$ cat config.mk
export PLATFORM = sky130hd
export DESIGN_NAME = cdb_arbiter_flat
export DESIGN_NICKNAME = d
export VERILOG_FILES = /design/src/rtl/cdb_arbiter_pkg.sv /design/src/rtl/cdb_arbiter_if.sv /design/src/rtl/cdb_arbiter_slot.sv /design/src/rtl/cdb_arbiter.sv /design/src/flat_wrapper.sv
export SDC_FILE = /design/constraint.sdc
export NUM_CORES = 1
export LEC_CHECK = 0
export CORE_ASPECT_RATIO = 0.5
export CORE_MARGIN = 10
export CORE_UTILIZATION = 45
export DETAILED_ROUTE_END_ITERATION = 8
export GPL_TIMING_DRIVEN = 1
export PLACE_DENSITY = 0.69
export SYNTH_ARGS = -nofsm -noshare
export SYNTH_HDL_FRONTEND = slang
export SYNTH_HIERARCHICAL = 1
export SYNTH_SLANG_ARGS = --single-unit
$ cat constraint.sdc
create_clock -name clk1 -period 5.75 [get_ports clk1]
set_input_delay 0.8625 -clock clk1 [delete_from_list [all_inputs] [get_ports clk1]]
set_output_delay 0.8625 -clock clk1 [all_outputs]
set_load 0.05 [all_outputs]
$ cat src/rtl/cdb_arbiter_pkg.sv
// Shared Tomasulo core definitions: ROB tag geometry, CDB source IDs and the broadcast packet.
package tomasulo_pkg;

    localparam int TAG_W     = 3;
    localparam int ROB_DEPTH = 1 << TAG_W;
    localparam int DATA_W    = 16;
    localparam int SRC_W     = 2;

    typedef enum logic [SRC_W-1:0] {
        SRC_ADD = 2'd0,
        SRC_MUL = 2'd1,
        SRC_BCH = 2'd2
    } cdb_src_e;

    typedef struct packed {
        logic              valid;
        logic [TAG_W-1:0]  tag;
        logic [DATA_W-1:0] data;
        cdb_src_e          src;
    } cdb_pkt_t;

    // Distance of a tag from the ROB head, modulo the ROB depth; smaller means older.
    function automatic logic [TAG_W-1:0] rob_age(input logic [TAG_W-1:0] tag,
                                                 input logic [TAG_W-1:0] head);
        logic [TAG_W:0] diff;
        diff = {1'b0, tag} + ROB_DEPTH[TAG_W:0] - {1'b0, head};
        return diff[TAG_W-1:0];
    endfunction

endpackage

$ cat src/rtl/cdb_arbiter_if.sv
// Functional-unit result handshake and CDB broadcast bundle for the CDB arbiter.
interface cdb_arbiter_if #(
    parameter int NREQ   = 3,
    parameter int DATA_W = tomasulo_pkg::DATA_W,
    parameter int TAG_W  = tomasulo_pkg::TAG_W
);

    logic [NREQ-1:0]        in_valid;
    logic [NREQ*TAG_W-1:0]  in_tag;
    logic [NREQ*DATA_W-1:0] in_data;
    logic [NREQ-1:0]        in_ready;
    logic [TAG_W-1:0]       rob_head;
    logic                   flush;
    logic                   cdb_valid;
    logic [TAG_W-1:0]       cdb_tag;
    logic [DATA_W-1:0]      cdb_data;
    logic [1:0]             cdb_src;

    // The core side: functional units, ROB head and flush control, CDB listeners.
    modport master (
        output in_valid, in_tag, in_data, rob_head, flush,
        input  in_ready, cdb_valid, cdb_tag, cdb_data, cdb_src
    );

    modport slave (
        input  in_valid, in_tag, in_data, rob_head, flush,
        output in_ready, cdb_valid, cdb_tag, cdb_data, cdb_src
    );

endinterface

$ cat src/rtl/cdb_arbiter_slot.sv
// One-entry holding register for a single functional unit's completed result.
module cdb_slot #(
    parameter int DATA_W = 16,
    parameter int TAG_W  = 3
) (
    input  logic              clk1,
    input  logic              rst_n,
    input  logic              load,
    input  logic              clear,
    input  logic              flush,
    input  logic [TAG_W-1:0]  load_tag,
    input  logic [DATA_W-1:0] load_data,
    output logic              valid,
    output logic [TAG_W-1:0]  tag,
    output logic [DATA_W-1:0] data
);

    // Flush beats everything; a load beats a clear so a winning slot can be refilled in place.
    always_ff @(posedge clk1 or negedge rst_n) begin
        if (!rst_n) begin
            valid <= 1'b0;
            tag   <= '0;
            data  <= '0;
        end else if (flush) begin
            valid <= 1'b0;
        end else if (load) begin
            valid <= 1'b1;
            tag   <= load_tag;
            data  <= load_data;
        end else if (clear) begin
            valid <= 1'b0;
        end
    end

endmodule

$ cat src/rtl/cdb_arbiter.sv
// Common-data-bus arbiter: per-unit result slots, oldest-first selection by ROB age, registered broadcast.
// Define CDB_PERF_CNT_EN to add saturating per-unit broadcast and conflict counters.
module cdb_arbiter #(
    parameter int NREQ   = 3,
    parameter int DATA_W = tomasulo_pkg::DATA_W,
    parameter int TAG_W  = tomasulo_pkg::TAG_W
) (
    input  logic                clk1,
    input  logic                rst_n,
    cdb_arbiter_if.slave        bus
`ifdef CDB_PERF_CNT_EN
    ,
    output logic [NREQ*16-1:0]  perf_bcast_cnt,
    output logic [15:0]         perf_conflict_cnt
`endif
);

    import tomasulo_pkg::*;

    logic [NREQ-1:0]   slot_valid;
    logic [TAG_W-1:0]  slot_tag  [NREQ];
    logic [DATA_W-1:0] slot_data [NREQ];
    logic [NREQ-1:0]   win;
    logic [NREQ-1:0]   load;
    logic              any_valid;
    logic [1:0]        win_idx;
    logic [TAG_W-1:0]  win_tag;
    logic [DATA_W-1:0] win_data;
    logic [TAG_W-1:0]  best_age;
    logic              dup_tag;
    cdb_pkt_t          cdb_q;

    for (genvar g = 0; g < NREQ; g++) begin : g_slot
        cdb_slot #(
            .DATA_W (DATA_W),
            .TAG_W  (TAG_W)
        ) u_slot (
            .clk1      (clk1),
            .rst_n     (rst_n),
            .load      (load[g]),
            .clear     (win[g]),
            .flush     (bus.flush),
            .load_tag  (bus.in_tag[g*TAG_W +: TAG_W]),
            .load_data (bus.in_data[g*DATA_W +: DATA_W]),
            .valid     (slot_valid[g]),
            .tag       (slot_tag[g]),
            .data      (slot_data[g])
        );
    end

    // Scan in index order with a strict compare so equal ages fall to the lowest index.
    always_comb begin
        any_valid = 1'b0;
        win_idx   = '0;
        win_tag   = '0;
        win_data  = '0;
        best_age  = '0;
        for (int i = 0; i < NREQ; i++) begin
            if (slot_valid[i] && (!any_valid || rob_age(slot_tag[i], bus.rob_head) < best_age)) begin
                any_valid = 1'b1;
                win_idx   = 2'(i);
                win_tag   = slot_tag[i];
                win_data  = slot_data[i];
                best_age  = rob_age(slot_tag[i], bus.rob_head);
            end
        end
    end

    always_comb begin
        win = '0;
        for (int i = 0; i < NREQ; i++) begin
            win[i] = any_valid && !bus.flush && (win_idx == 2'(i));
        end
    end

    assign bus.in_ready = ~{NREQ{bus.flush}} & (~slot_valid | win);
    assign load         = bus.in_valid & bus.in_ready;

    // Tag, data and source hold their last values whenever nothing is broadcast.
    always_ff @(posedge clk1 or negedge rst_n) begin
        if (!rst_n) begin
            cdb_q <= '0;
        end else if (bus.flush || !any_valid) begin
            cdb_q.valid <= 1'b0;
        end else begin
            cdb_q.valid <= 1'b1;
            cdb_q.tag   <= win_tag;
            cdb_q.data  <= win_data;
            cdb_q.src   <= cdb_src_e'(win_idx);
        end
    end

    assign bus.cdb_valid = cdb_q.valid;
    assign bus.cdb_tag   = cdb_q.tag;
    assign bus.cdb_data  = cdb_q.data;
    assign bus.cdb_src   = cdb_q.src;

    always_comb begin
        dup_tag = 1'b0;
        for (int i = 0; i < NREQ; i++) begin
            for (int j = i + 1; j < NREQ; j++) begin
                if (slot_valid[i] && slot_valid[j] && slot_tag[i] == slot_tag[j]) begin
                    dup_tag = 1'b1;
                end
            end
        end
    end

    // The ROB never hands out a tag twice, so two live slots sharing one means an upstream bug.
    a_unique_tags: assert property (@(posedge clk1) disable iff (!rst_n) !dup_tag);

`ifdef CDB_PERF_CNT_EN
    logic [15:0] bcast_cnt [NREQ];
    logic [15:0] conflict_cnt;
    logic        multi_valid;

    always_comb begin
        int n;
        n = 0;
        for (int i = 0; i < NREQ; i++) begin
            if (slot_valid[i]) begin
                n++;
            end
        end
        multi_valid = (n >= 2);
    end

    // Counters saturate rather than wrap and only reset clears them.
    always_ff @(posedge clk1 or negedge rst_n) begin
        if (!rst_n) begin
            conflict_cnt <= '0;
            for (int i = 0; i < NREQ; i++) begin
                bcast_cnt[i] <= '0;
            end
        end else begin
            if (multi_valid && conflict_cnt != 16'hFFFF) begin
                conflict_cnt <= conflict_cnt + 16'd1;
            end
            for (int i = 0; i < NREQ; i++) begin
                if (win[i] && bcast_cnt[i] != 16'hFFFF) begin
                    bcast_cnt[i] <= bcast_cnt[i] + 16'd1;
                end
            end
        end
    end

    for (genvar g = 0; g < NREQ; g++) begin : g_perf
        assign perf_bcast_cnt[g*16 +: 16] = bcast_cnt[g];
    end
    assign perf_conflict_cnt = conflict_cnt;
`endif

endmodule

$ cat src/flat_wrapper.sv
// flat-port wrapper written by rule: the top's interface ports become plain ports
module cdb_arbiter_flat import tomasulo_pkg::*;
#(
    parameter int NREQ   = 3,
    parameter int DATA_W = tomasulo_pkg::DATA_W,
    parameter int TAG_W  = tomasulo_pkg::TAG_W
)
  (clk1, rst_n, bus_in_valid, bus_in_tag, bus_in_data, bus_rob_head, bus_flush, bus_in_ready, bus_cdb_valid, bus_cdb_tag, bus_cdb_data, bus_cdb_src);
  cdb_arbiter_if #(.NREQ(NREQ), .DATA_W(DATA_W), .TAG_W(TAG_W)) bus_i ();
  input  logic clk1;
  input  logic rst_n;
  input wire logic [$bits(bus_i.in_valid)-1:0] bus_in_valid;
  input wire logic [$bits(bus_i.in_tag)-1:0] bus_in_tag;
  input wire logic [$bits(bus_i.in_data)-1:0] bus_in_data;
  input wire logic [$bits(bus_i.rob_head)-1:0] bus_rob_head;
  input wire logic [$bits(bus_i.flush)-1:0] bus_flush;
  output wire logic [$bits(bus_i.in_ready)-1:0] bus_in_ready;
  output wire logic [$bits(bus_i.cdb_valid)-1:0] bus_cdb_valid;
  output wire logic [$bits(bus_i.cdb_tag)-1:0] bus_cdb_tag;
  output wire logic [$bits(bus_i.cdb_data)-1:0] bus_cdb_data;
  output wire logic [$bits(bus_i.cdb_src)-1:0] bus_cdb_src;
  assign bus_i.in_valid = bus_in_valid;
  assign bus_i.in_tag = bus_in_tag;
  assign bus_i.in_data = bus_in_data;
  assign bus_i.rob_head = bus_rob_head;
  assign bus_i.flush = bus_flush;
  assign bus_in_ready = bus_i.in_ready;
  assign bus_cdb_valid = bus_i.cdb_valid;
  assign bus_cdb_tag = bus_i.cdb_tag;
  assign bus_cdb_data = bus_i.cdb_data;
  assign bus_cdb_src = bus_i.cdb_src;
  cdb_arbiter #(.NREQ(NREQ), .DATA_W(DATA_W), .TAG_W(TAG_W)) u_core (.clk1(clk1), .rst_n(rst_n), .bus(bus_i));
endmodule
* Word level (Yosys, flattened, before mapping)
Index checks and enable logic that the tools add are counted.
** Word-level totals
- Logic and storage cells :: 72
- Input port bits :: 66
- Register bits :: 82
** Cells by class
- Multiplexer cells :: 23
- Equality and inequality tests :: 2
- Reduce and logical (&&, ||, !) cells :: 20
- Magnitude comparators :: 2
- Bitwise gates (word level) :: 6
- $add $sub $neg :: 6
** Operators with widths (number)
- $mux W16 :: 3
- $mux W3 :: 5
- $mux W1 :: 14
- $add A3 B1 Y3 const B :: 3
- $reduce_bool A3 Y1 :: 3
- $sub A3 B3 Y3 :: 3
- $and A3 B3 Y3 :: 2
- $logic_and A1 B1 Y1 :: 6
- $lt A3 B3 Y1 :: 2
- $not A3 Y3 :: 2
- $reduce_and A2 Y1 :: 3
- $logic_not A1 Y1 :: 4
- $logic_or A1 B1 Y1 :: 3
- $or A3 B3 Y3 :: 1
- $eq A2 B1 Y1 const B :: 1
- $eq A2 B2 Y1 const B :: 1
- $logic_not A2 Y1 :: 1
- $mux W2 :: 1
- $not A1 Y1 :: 1

* Logic depth before layout (Yosys ltp)
Gate-level depths: netlist (run 1).
- Depth in word-level cells :: 18
- Mapped depth :: 24
- Gate-level depth less buffers :: 21

* Cells and area by module
Netlist (run 1), hierarchy kept.
** By module, submodules not included
- cdb_slot :: area each 812.0 um2, instances 3, cells each 45
- cdb_arbiter :: area each 1711.6 um2, instances 1, cells each 194

* Worst setup path after synthesis (run 1)
Ideal clock, no wire load.
- Kind :: in2reg
- Start :: input port bus_rob_head[0]
- End :: register u_core.g_slot[2].u_slot.data[10]
- Data arrival time :: 5.472 ns
- Slack :: 0.153 ns
- Path buffers :: 3
- Cell stages on the path :: 23
- Setup time :: 0.125 ns
- Cell sequence :: ha_1 inv_1 fa_1 xor2_1 xnor2_1 nand2_1 ha_1 o21ai_1 nand2_1 nand2_1 buf_2 nor2_1 a21oi_1 ha_1 and4_1 o21ai_1 o211ai_2 a21oi_1 and2_1 nor2b_4 buf_6 buf_12 mux2_4
** On the way
- Cells in the longest elaborated chain, start to end :: 16
- Elaborated cells on any way between the ends :: 23
- Those cells by class :: add/sub: 3; order compare: 2; eq/ne: 1; mux: 6; bitwise: 3; reduce/logical: 8
** Ends and longest elaborated chain
- from (decl) :: RTL line flat_wrapper.sv:15 : input wire logic [$bits(bus_i.rob_head)-1:0] bus_rob_head;
- $sub A3 B3 Y3 :: RTL line cdb_arbiter_pkg.sv:26 : diff = {1'b0, tag} + ROB_DEPTH[TAG_W:0] - {1'b0, head};
- $mux W3 :: RTL line cdb_arbiter.sv:59 : if (slot_valid[i] && (!any_valid || rob_age(slot_tag[i], bus.rob_head) < best_age)) begin
- $lt A3 B3 Y1 :: RTL line cdb_arbiter.sv:59
- $logic_or A1 B1 Y1 :: RTL line cdb_arbiter.sv:59
- $logic_and A1 B1 Y1 :: RTL line cdb_arbiter.sv:59
- $mux W3 / $mux W1 (equally long branches) :: RTL line cdb_arbiter.sv:59
- $lt A3 B3 Y1 / $logic_not A1 Y1 (equally long branches) :: RTL line cdb_arbiter.sv:59
- $logic_or A1 B1 Y1 :: RTL line cdb_arbiter.sv:59
- (+2 left out)
- $eq A2 B2 Y1 / $logic_and A1 B1 Y1 (equally long branches) :: RTL line cdb_arbiter.sv:72 : win[i] = any_valid && !bus.flush && (win_idx == 2'(i));
- $logic_and A1 B1 Y1 * :: RTL line cdb_arbiter.sv:72
- $or A3 B3 Y3 * :: RTL line cdb_arbiter.sv:76 : assign bus.in_ready = ~{NREQ{bus.flush}} & (~slot_valid | win);
- $and A3 B3 Y3 * :: RTL line cdb_arbiter.sv:76
- net bus_in_ready[2] :: RTL line flat_wrapper.sv:17 : output wire logic [$bits(bus_i.in_ready)-1:0] bus_in_ready;
- $and A3 B3 Y3 * :: RTL line cdb_arbiter.sv:77 : assign load = bus.in_valid & bus.in_ready;
- net u_core.load[2] :: RTL line cdb_arbiter.sv:24 : logic [NREQ-1:0] load;
- $reduce_and A2 Y1 (no line) *
- to (signal assigned) :: RTL line cdb_arbiter_slot.sv:29 : data <= load_data;
- to (decl) :: RTL line cdb_arbiter_slot.sv:15 : output logic [DATA_W-1:0] data
The timed path passes the listed nets; every way through them passes the cells marked *.
A chain may end at the register's enable or synchronous reset.

* Worst setup path in the final report (run 1)
- Start :: input port bus_rob_head[1]
- End :: output port bus_in_ready[0]
** On the way
- Cells in the longest elaborated chain, start to end :: 14
- Elaborated cells on any way between the ends :: 21
- Those cells by class :: add/sub: 3; order compare: 2; mux: 6; bitwise: 2; reduce/logical: 8
** Ends and longest elaborated chain
- $sub A3 B3 Y3 :: RTL line cdb_arbiter_pkg.sv:26
- $mux W3 :: RTL line cdb_arbiter.sv:59
- $lt A3 B3 Y1 :: RTL line cdb_arbiter.sv:59
- $logic_or A1 B1 Y1 :: RTL line cdb_arbiter.sv:59
- $logic_and A1 B1 Y1 :: RTL line cdb_arbiter.sv:59
- $mux W3 / $mux W1 (equally long branches) :: RTL line cdb_arbiter.sv:59
- $lt A3 B3 Y1 / $logic_not A1 Y1 (equally long branches) :: RTL line cdb_arbiter.sv:59
- $logic_or A1 B1 Y1 :: RTL line cdb_arbiter.sv:59
- $logic_and A1 B1 Y1 :: RTL line cdb_arbiter.sv:59
- $mux W2 / $mux W1 (equally long branches) :: RTL line cdb_arbiter.sv:59
- $logic_not A2 Y1 / $logic_and A1 B1 Y1 (equally long branches) :: RTL line cdb_arbiter.sv:72
- $logic_and A1 B1 Y1 * :: RTL line cdb_arbiter.sv:72
- net u_core.win[0] :: RTL line cdb_arbiter.sv:23 : logic [NREQ-1:0] win;
- $or A3 B3 Y3 * :: RTL line cdb_arbiter.sv:76
- $and A3 B3 Y3 * :: RTL line cdb_arbiter.sv:76
- to (decl) :: RTL line flat_wrapper.sv:17
Marks and branches as above.

==> impl_metrics.json, run 1 <==
{
  "p_clk_share_pct": 23.8,
  "relSlewSlack_pct": 15.9,
  "wl_met1_um": 4680,
  "synth_top_cell_by_area": "dfrtp_1",
  "synth_top_area_share_pct": 49.5,
  "leakagePower_nw": 2.39,
  "placementRows": 24,
  "dr_wl_met3_um": 733,
  "hold_class": "reg -> reg",
  "grt_use_total_pct": 16.1,
  "top_layer": "met4",
  "rsz0062_at_grt": "no",
  "synthToLayoutAreaGrowth_pct": 33.7,
  "vias": 3102,
  "required_ns": 4.89,
  "ant_nets": 0,
  "postSynthCellCount": 329,
  "clkLatencyLatePin_ns": 0.33,
  "dr.pass1.iters": 7,
  "fmax_ghz": 0.178,
  "synth_nets": 405,
  "clk_pin_slew_worst_paths_ns": 0.06,
  "route.met2.wl_um": 5620,
  "hold_viol_final": 0,
  "ys_warn_count": 6,
  "slew_viol_final": 0,
  "power_density_nw_per_um2": 438,
  "synth_edf_count": 0,
  "ys.flop_type": "dfrtp_1",
  "post-layout-total-power_mw": 2.43,
  "yosys-top-cells-area": "dfrtp_1, mux2_4, mux2_2",
  "nets": 505,
  "netlist_area_um2": 4150,
  "ys_top_cells_by_count": "dfrtp_1, mux2_4, mux2_2, inv_1, nand2_1",
  "maxCapViolCount": 0,
  "setup_viol": 0,
  "finClkSkew_ns": 0.00585,
  "path_max_fanout": 4,
  "antenna_found_initial": 0,
  "pwr-share-seq_pct": 35.5,
  "post_drt_wl_per_cell_um": 20.2,
  "overflow": 0,
  "startpoint_type": "primary input",
  "switching_share_pct": 37.0,
  "clockBufferDepth": 2,
  "synth_seq_area_share_pct": 49.5,
  "chipWidth_um": 156,
  "synth_most_common_cell": "dfrtp_1",
  "cts_buffers": 9,
  "root_buffer": "clkbuf_16",
  "ys_ff_latch": 82,
  "nFillCells": 661,
  "finalSetupTns_ns": 0,
  "htree_levels": 3,
  "post-route-min-period_ns": 5.61,
  "status": "completed",
  "avgSynthCellArea_um2": 12.6,
  "drive_gt1_share_pct": 25.6,
  "grt_pass1_wl_um": 17600,
  "first_iter_violations": 251,
  "clock-sinks": 82,
  "pin_count": 91,
  "async_flop_share_pct": 100,
  "die_y_um": 87.9,
  "multiInputGateArea_um2": 1900,
  "core_region_area_um2": 8830,
  "worstSetupPathType": "in -> out",
  "hpwl_um": 8110,
  "io_buffers": 90,
  "drc_errors": 0,
  "p_sw_mw": 0.899,
  "seqCellArea_um2": 2050,
  "cp.arrival_ns": 4.75,
  "pwr-share-comb_pct": 40.6,
  "start_util_pct": 47.0,
  "die_area_um2": 13700,
  "grt_max_degree": 83,
  "min_period_over_period_pct": 97.6,
  "first_global_vias": 3350,
  "vias_per_cell": 5.63,
  "tightestPinTransition_ns": 1.26,
  "p_int_mw": 1.53,
  "cts_tree": "built",
  "post-route-util_pct": 62.8,
  "end_kind": "primary output",
  "irDropWorstVdd_uv": 261,
  "diodes": 0,
  "synth_cell_types": 45,
  "gp_congestion": 0.851,
  "drt_wl_total_um": 11100
}
-- worst paths after layout --
| path | to | cells after the start | startpoint | slack, ns |
|---|---|---|---|---|
| worst max-delay path | bus_in_ready[0] | 18 | bus_rob_head[1] | 0.14 |
| worst min-delay path | u_core/bus.cdb_src[1] | 1 | u_core/bus.cdb_src[1] | 0.48 |
| worst max register to register | u_core/g_slot[0].u_slot/data[15] | 15 | u_core/g_slot[1].u_slot/tag[0] | 1.00 |
| worst min register to register | u_core/bus.cdb_src[1] | 1 | u_core/bus.cdb_src[1] | 0.48 |
| max in group asynchronous | u_core/g_slot[0].u_slot/data[8] | 1 | rst_n | 4.38 |
| min in group asynchronous | u_core/g_slot[1].u_slot/data[14] | 1 | rst_n | 0.70 |
-- metrics by stage --
| stage | area (um^2) | std cells | hold WS, ns | setup slack (ns) |
|---|---|---|---|---|
| floorplan | 4150 | 329 | 0.472 | 0.153 |
| global placement | 5180 | 533 | 0.467 | 0.229 |
| detailed placement | 5180 | 533 | 0.473 | 0.00508 |
| CTS | 5490 | 549 | 0.486 | 0.00125 |
| global route | 5550 | 551 | 0.502 | 0.0248 |
| finish | 5550 | 551 | 0.481 | 0.141 |
-- layout make-up --
class                      count  share of cell area (%)
multi-input combinational    204                    34.3
tap                          117                    2.64
timing repair buffer         107                    18.9
clock inverter                 5                    1.11
clock buffer                  11                    4.38
inverter                      25                    1.69
sequential                    82                    37.0
-- kinds of logic (layout without fill, tap and decap cells) --
| logic type | after synthesis | count (layout) | share of synthesized area, % |
|---|---|---|---|
| AOI/OAI and AO/OA | 70 | 70 | 13.5 |
| xor gates and xnor gates | 6 | 6 | 1.27 |
| adders and majority gates | 10 | 10 | 3.56 |
| buffers and inverters | 43 | 148 | 5.73 |
| DFF | 82 | 82 | 49.5 |
| muxes | 57 | 57 | 18.2 |
| and+or+nand+nor | 61 | 61 | 8.27 |
-- flip-flops by register name (all words and copies together), names as in the netlist --
name,flops
u_core/bus.cdb_valid,1
u_core/g_slot.u_slot/valid,3
u_core/g_slot.u_slot/tag,9
u_core/g_slot.u_slot/data,48
u_core/bus.cdb_tag,3
u_core/bus.cdb_data,16
u_core/bus.cdb_src,2
-- timing repair --
action / in CTS / in global routing
hold buffers: 0 / 0
setup buffers: 0 / 2
pin swaps: 0 / 3
gates resized for setup: 1 / 11
endpoints found under the setup margin: 2 / 3
-- power groups by stage --
stage,sequential (mW),combinational (mW),clock (mW)
2_1_floorplan,1.04,0.433,0
3_3_place_gp,0.863,0.916,0
3_5_place_dp,0.871,0.948,0
4_1_cts,0.862,0.957,0.589
5_1_grt,0.883,1.06,0.618
6_report,0.864,0.987,0.578
-- routing by layer --
metal | up-vias | track usage [%]
li1 | 1413 | -
met1 | 1562 | 19.3
met2 | 121 | 27.7
met3 | 6 | 4.89
met4 | 0 | 4.73
met5 | - | 0
-- critical path, cell delays in order --
cell and delay (ns):
clkdlybuf4s50_1 0.46, inv_1 0.10, fa_1 0.44, xor2_1 0.18, xnor2_1 0.34, ha_4 0.28, o21ai_2 0.18, nand2_1 0.13
nand2_2 0.13, nor2_1 0.05, a21oi_1 0.13, ha_1 0.29, and4_1 0.18, o21ai_2 0.11, o2111ai_2 0.16, and3b_2 0.28
or2_1 0.23, buf_4 0.19
-- cells in the final DEF, fill, tap and decap left out, types with 4 or more instances in the layout --
cell type	n
a222oi_1	14
nor3_1	13
a221o_1	5
nand2b_1	4
inv_1	25
mux2_2	27
nand2_1	21
clkbuf_16	9
clkdlybuf4s50_1	85
a21oi_1	5
buf_4	19
ha_1	6
o31ai_1	14
a221oi_1	5
mux2_4	30
o21a_1	6
dfrtp_1	82
nor4b_1	5
Note: power is estimated with default switching activity, not from simulation.
==> run 2: changes to the inputs <==
--- a/config.mk
+++ b/config.mk
@@ -5,6 +5,7 @@
 export SDC_FILE = /design/constraint.sdc
 export NUM_CORES = 1
 export LEC_CHECK = 0
+export CAP_MARGIN = 20
 export CORE_ASPECT_RATIO = 0.5
 export CORE_MARGIN = 10
 export CORE_UTILIZATION = 45
==> run 2 against run 1 <==
Net effect:
- highest routed layer unchanged
- non-clock buffer count increased by 2
- largest cell class unchanged
- first-iteration DRC count is 31% higher
- sequential power hardly changed
- combinational power grew 0.7%
- clock skew barely moved
- final cell count rose by 0.36%
- register-to-register slack better by 0.16 ns
- largest power group unchanged
- die area stayed put
- core utilization is 0.48 points higher
- global-route usage did not move
- power rose by 0.18%
- sequential share of layout area decreased by 0.28 points
==> impl_metrics.json, run 2 (synthesis results as in run 1) <==
{
  "drive_gt1_share_pct": 26.1,
  "hold_viol_final": 0,
  "finClkSkew_ns": 0.00580,
  "pwr-share-seq_pct": 35.5,
  "post-route-min-period_ns": 5.53,
  "p_int_mw": 1.54,
  "pin_count": 91,
  "first_iter_violations": 329,
  "gp_congestion": 0.851,
  "largest_reg_flops": 48,
  "end_kind": "primary output",
  "leakagePower_nw": 2.42,
  "p_sw_mw": 0.898,
  "core_region_area_um2": 8830,
  "post_drt_wl_per_cell_um": 20.0,
  "p_clk_share_pct": 23.7,
  "root_buffer": "clkbuf_16",
  "worstSetupPathType": "in -> out",
  "clock-sinks": 82,
  "clkLatencyLatePin_ns": 0.33,
  "stdcell_area_um2": 5590,
  "ant_nets": 0,
  "slew_viol_final": 0,
  "multiInputGateArea_um2": 1910,
  "clockBufferDepth": 2,
  "cts_tree": "built",
  "seqCellArea_um2": 2050,
  "nFillCells": 653,
  "io_buffers": 90,
  "pwr-share-comb_pct": 40.8,
  "nets": 507,
  "path_max_fanout": 4,
  "layout_common_cells": "clkdlybuf4s50_1, dfrtp_1, mux2_4, mux2_2, inv_1",
  "grt_max_degree": 83,
  "mostFrequentLayoutCell": "clkdlybuf4s50_1",
  "finalSetupTns_ns": 0,
  "vias_per_cell": 5.61,
  "place_area_um2": 5180,
  "cp.arrival_ns": 4.67,
  "layoutNonFillerInstCount": 553,
  "maxCapViolCount": 0,
  "vias": 3103,
  "die_area_um2": 13700,
  "hold_class": "in -> async",
  "fmax_ghz": 0.181,
  "largest_register": "u_core/g_slot.u_slot/data",
  "chipWidth_um": 156,
  "grt_pass1_wl_um": 17600,
  "die_y_um": 87.9,
  "drc_errors": 0,
  "preCtsSetupSlack_ns": 0.00508,
  "clk_pin_slew_worst_paths_ns": 0.06,
  "relSlewSlack_pct": 44.6,
  "drt_wl_total_um": 11000,
  "setup_viol": 0,
  "antenna_found_initial": 0,
  "grt_use_total_pct": 16.1,
  "synthToLayoutAreaGrowth_pct": 34.8,
  "rsz0062_at_grt": "no",
  "irDropWorstVdd_uv": 261,
  "overflow": 0,
  "placementRows": 24,
  "status": "completed",
  "htree_levels": 3,
  "tightestPinTransition_ns": 0.831,
  "cts_hold_buffers": 0,
  "min_period_over_period_pct": 96.2,
  "required_ns": 4.89,
  "hpwl_um": 8110,
  "power_density_nw_per_um2": 435,
  "diodes": 0,
  "dp_cells": 533,
  "start_util_pct": 47.0,
  "startpoint_type": "primary input",
  "setup_slack_ns": 0.218,
  "cts_buffers": 9,
  "switching_share_pct": 36.9,
  "dr.pass1.iters": 7,
  "first_global_vias": 3350
}
run 2: changes by cell type in the layout (fill, tap and decap cells not counted), sizes merged:
cell	change
buf	+2
run 2: path summary, 6_finish.rpt:
path / startpoint / to / slack, ns / cells past startpoint
setup reg to reg: u_core/g_slot[0].u_slot/tag[0] / u_core/g_slot[0].u_slot/data[15] / 1.16 / 21
hold / removal: rst_n / u_core/g_slot[1].u_slot/data[14] / 0.35 / 1
min in group clk1: u_core/bus.cdb_src[1] / u_core/bus.cdb_src[1] / 0.48 / 1
hold reg to reg: u_core/bus.cdb_src[1] / u_core/bus.cdb_src[1] / 0.48 / 1
setup / recovery: bus_rob_head[1] / bus_in_ready[0] / 0.22 / 19
max in group asynchronous: rst_n / u_core/g_slot[0].u_slot/data[9] / 4.82 / 2
run 2: layer usage:
layer | wire, um | up-vias | GRT usage (%)
li1 | - | 1415 | -
met1 | 4660 | 1576 | 19.3
met2 | 5590 | 106 | 27.7
met3 | 712 | 6 | 4.89
met4 | 79 | 0 | 4.73
met5 | 0 | - | 0
run 2: repair_timing:
item,in CTS,in global routing
resized for setup,1,11
setup endpoints to repair,2,3
pin swaps,0,4
buffers inserted,0,2
run 2: critical path: stages:
cell             delay [ns]
clkdlybuf4s50_1        0.47
inv_1                  0.11
fa_1                   0.44
xor2_1                 0.17
xnor2_1                0.13
nand2_1                0.13
ha_4                   0.22
nor2b_2                0.14
o211a_2                0.21
a21oi_1                0.05
nand2_1                0.08
o21ai_0                0.08
ha_1                   0.35
and4_1                 0.23
o21ai_2                0.11
o2111ai_2              0.16
and3b_2                0.30
or2_1                  0.23
buf_4                  0.19
run 2: cell type report:
| type | count | share of cell area [%] |
|---|---|---|
| clock buffer | 11 | 4.34 |
| clock inverter | 5 | 1.10 |
| inverter | 25 | 1.68 |
| multi-input combinational | 204 | 34.2 |
| sequential | 82 | 36.7 |
| tap | 117 | 2.62 |
| timing repair buffer | 109 | 19.3 |
run 2: power by group through the flow:
stage / Combinational (mW) / Clock (mW) / Sequential (mW)
after detailed placement: 0.948 / 0 / 0.871
after global routing: 1.06 / 0.618 / 0.883
final: 0.994 / 0.577 / 0.863
after CTS: 0.957 / 0.589 / 0.862
after global placement: 0.916 / 0 / 0.863
after floorplan: 0.433 / 0 / 1.04
run 2: stage by stage:
step	util (%)	hold WS, ns	total power, mW
6_report	63.3	0.350	2.43
5_1_grt	63.3	0.341	2.56
4_1_cts	62.2	0.486	2.41
3_5_place_dp	58.7	0.473	1.82
3_3_place_gp	58.7	0.467	1.78
2_1_floorplan	-	0.472	1.48
==> patch (settings of run 1) <==
`TAG_W` is set to 3 in 2 places; all go to 2.
--- a/src/rtl/cdb_arbiter_pkg.sv
+++ b/src/rtl/cdb_arbiter_pkg.sv
@@ -2,5 +2,5 @@
 package tomasulo_pkg;
 
-    localparam int TAG_W     = 3;
+    localparam int TAG_W     = 2;
     localparam int ROB_DEPTH = 1 << TAG_W;
     localparam int DATA_W    = 16;
--- a/src/rtl/cdb_arbiter_slot.sv
+++ b/src/rtl/cdb_arbiter_slot.sv
@@ -2,5 +2,5 @@
 module cdb_slot #(
     parameter int DATA_W = 16,
-    parameter int TAG_W  = 3
+    parameter int TAG_W  = 2
 ) (
     input  logic              clk1,
Interface: changed (resized bus_cdb_tag, bus_in_tag and bus_rob_head); port bits go from 91 to 86. The function was not compared with the original's and may differ.
==> patch against run 1 <==
Total power fell by 17%. Utilization down 1.4 points. Wire length fell by 11%. Combinational power shrank 27%. Area after synthesis shrank 8.3%. Register-to-register slack improved by 0.24 ns. Cell area shrank 10%. Sequential cell count decreased by 4. Critical path depth unchanged. Setup slack better by 0.16 ns. Critical path type unchanged. Largest cell class unchanged. Highest routed layer unchanged.
==> patch: results (changes against run 1) <==
stage	metric	value	unit	change
worst_setup_path	path_delay_family	simple AND/OR/NAND/NOR gates		
cts	cts_resized	0		-1
placed_design	pre_cts_ws	0.367	ns	+0.362 ns
drt	dr_total_vias	2762		-11%
placed_design	hpwlAfterDp	7090	um	-13%
final_layout	nets	464		-8.1%
synth	synthDistinctLibCells	37		-18%
synth	synth_top_cells_by_count	dfrtp_1, a31oi_1, mux2_4		
final_layout	nFillCells	633		-4.2%
drt	wl_met1	4290	um	-8.4%
worst_setup_path	r2r-start	u_core/g_slot[0].u_slot/tag[0]		
drt	drtIter0Drc	192		-24%
placed_design	dp.cells	498		-6.6%
drt	vias_per_cell	5.38		-4.4%
synth	syn-instance-count	315		-4.3%
global_routing	grt_pass1_wl	16100	um	-8.2%
global_routing	grt_usage	15.9	%	-0.20 points
sta	slew_headroom	34.0	%	+18 points
synth	syn-num-nets	382		-5.7%
worst_setup_path	arrival	4.59	ns	-0.16 ns
placed_design	port_buffers	85		-5.6%
drt	dr.pass1.iters	5		-2
final_layout	final_layout_size_suffix_gt1_share	21.7	%	-3.9 points
global_routing	grt_max_degree	79		-4.8%
global_routing	grt_pass1_vias	3061		-8.6%
power_and_ir_drop	ir_drop	164	uV	-37%
sta	skew	0.00432	ns	-0.00153 ns
drt	wl_met2	4850	um	-14%
worst_setup_path	critPathMaxFanout	4		unchanged
drt	routedWlPerCell	19.3	um	-4.4%
drt	wl_met3	653	um	-11%
worst_setup_path	critPathLaunch	bus_rob_head[0]		
synth	synth_area_leaders	dfrtp_1, mux2_4, mux2_2		
outcome	outcome	complete, no violations		
[patch: cell count changes in the layout (fill, tap and decap cells not counted), moves of 12 or more]
cell,before,now
buf_4,19,5
nor2_1,3,19
nor3_1,13,1
o31ai_1,14,0
a222oi_1,14,0
inv_1,25,10
nand3_1,1,18
a31oi_1,0,30
[patch: final cells by class]
type                       instances  area [sq um]  share of cell area, %
inverter                          11          41.3                  0.828
tap                              112           140                   2.81
timing repair buffer              90           928                   18.6
clock inverter                     4          22.5                  0.452
multi-input combinational        207          1650                   33.1
sequential                        78          1950                   39.1
clock buffer                      11           253                   5.07
[patch: final timing paths]
path	endpoint	slack (ns)	cells after the start
min reg2reg	u_core/bus.cdb_src[1]	0.48	1
max in group asynchronous	u_core/bus.cdb_data[8]	4.43	1
max	bus_in_ready[0]	0.30	18
min in group asynchronous	u_core/bus.cdb_src[1]	0.68	1
min	u_core/bus.cdb_src[1]	0.48	1
max reg2reg	u_core/g_slot[1].u_slot/tag[0]	1.24	20
[patch: power by group]
group | internal, mW | switching (mW) | total [mW]
Sequential | 0.688 | 0.0891 | 0.777
Clock | 0.311 | 0.213 | 0.523
Combinational | 0.316 | 0.405 | 0.721
[patch: cells by family (layout without fill, tap and decap cells)]
logic type | count (synthesis) | after routing | share of synthesized area (%)
AOI/OAI and AO/OA | 59 | 59 | 10.2
xor gates and xnor gates | 6 | 6 | 1.38
adders and majority gates | 5 | 5 | 1.64
buffers and inverters | 30 | 116 | 5.39
DFF | 78 | 78 | 51.3
muxes | 54 | 54 | 18.9
and+or+nand+nor | 83 | 83 | 11.2
[patch: per-layer routing]
layer	vias up	track usage, %
li1	1287	-
met1	1379	20.2
met2	88	25.5
met3	8	4.56
met4	0	5.44
met5	-	0
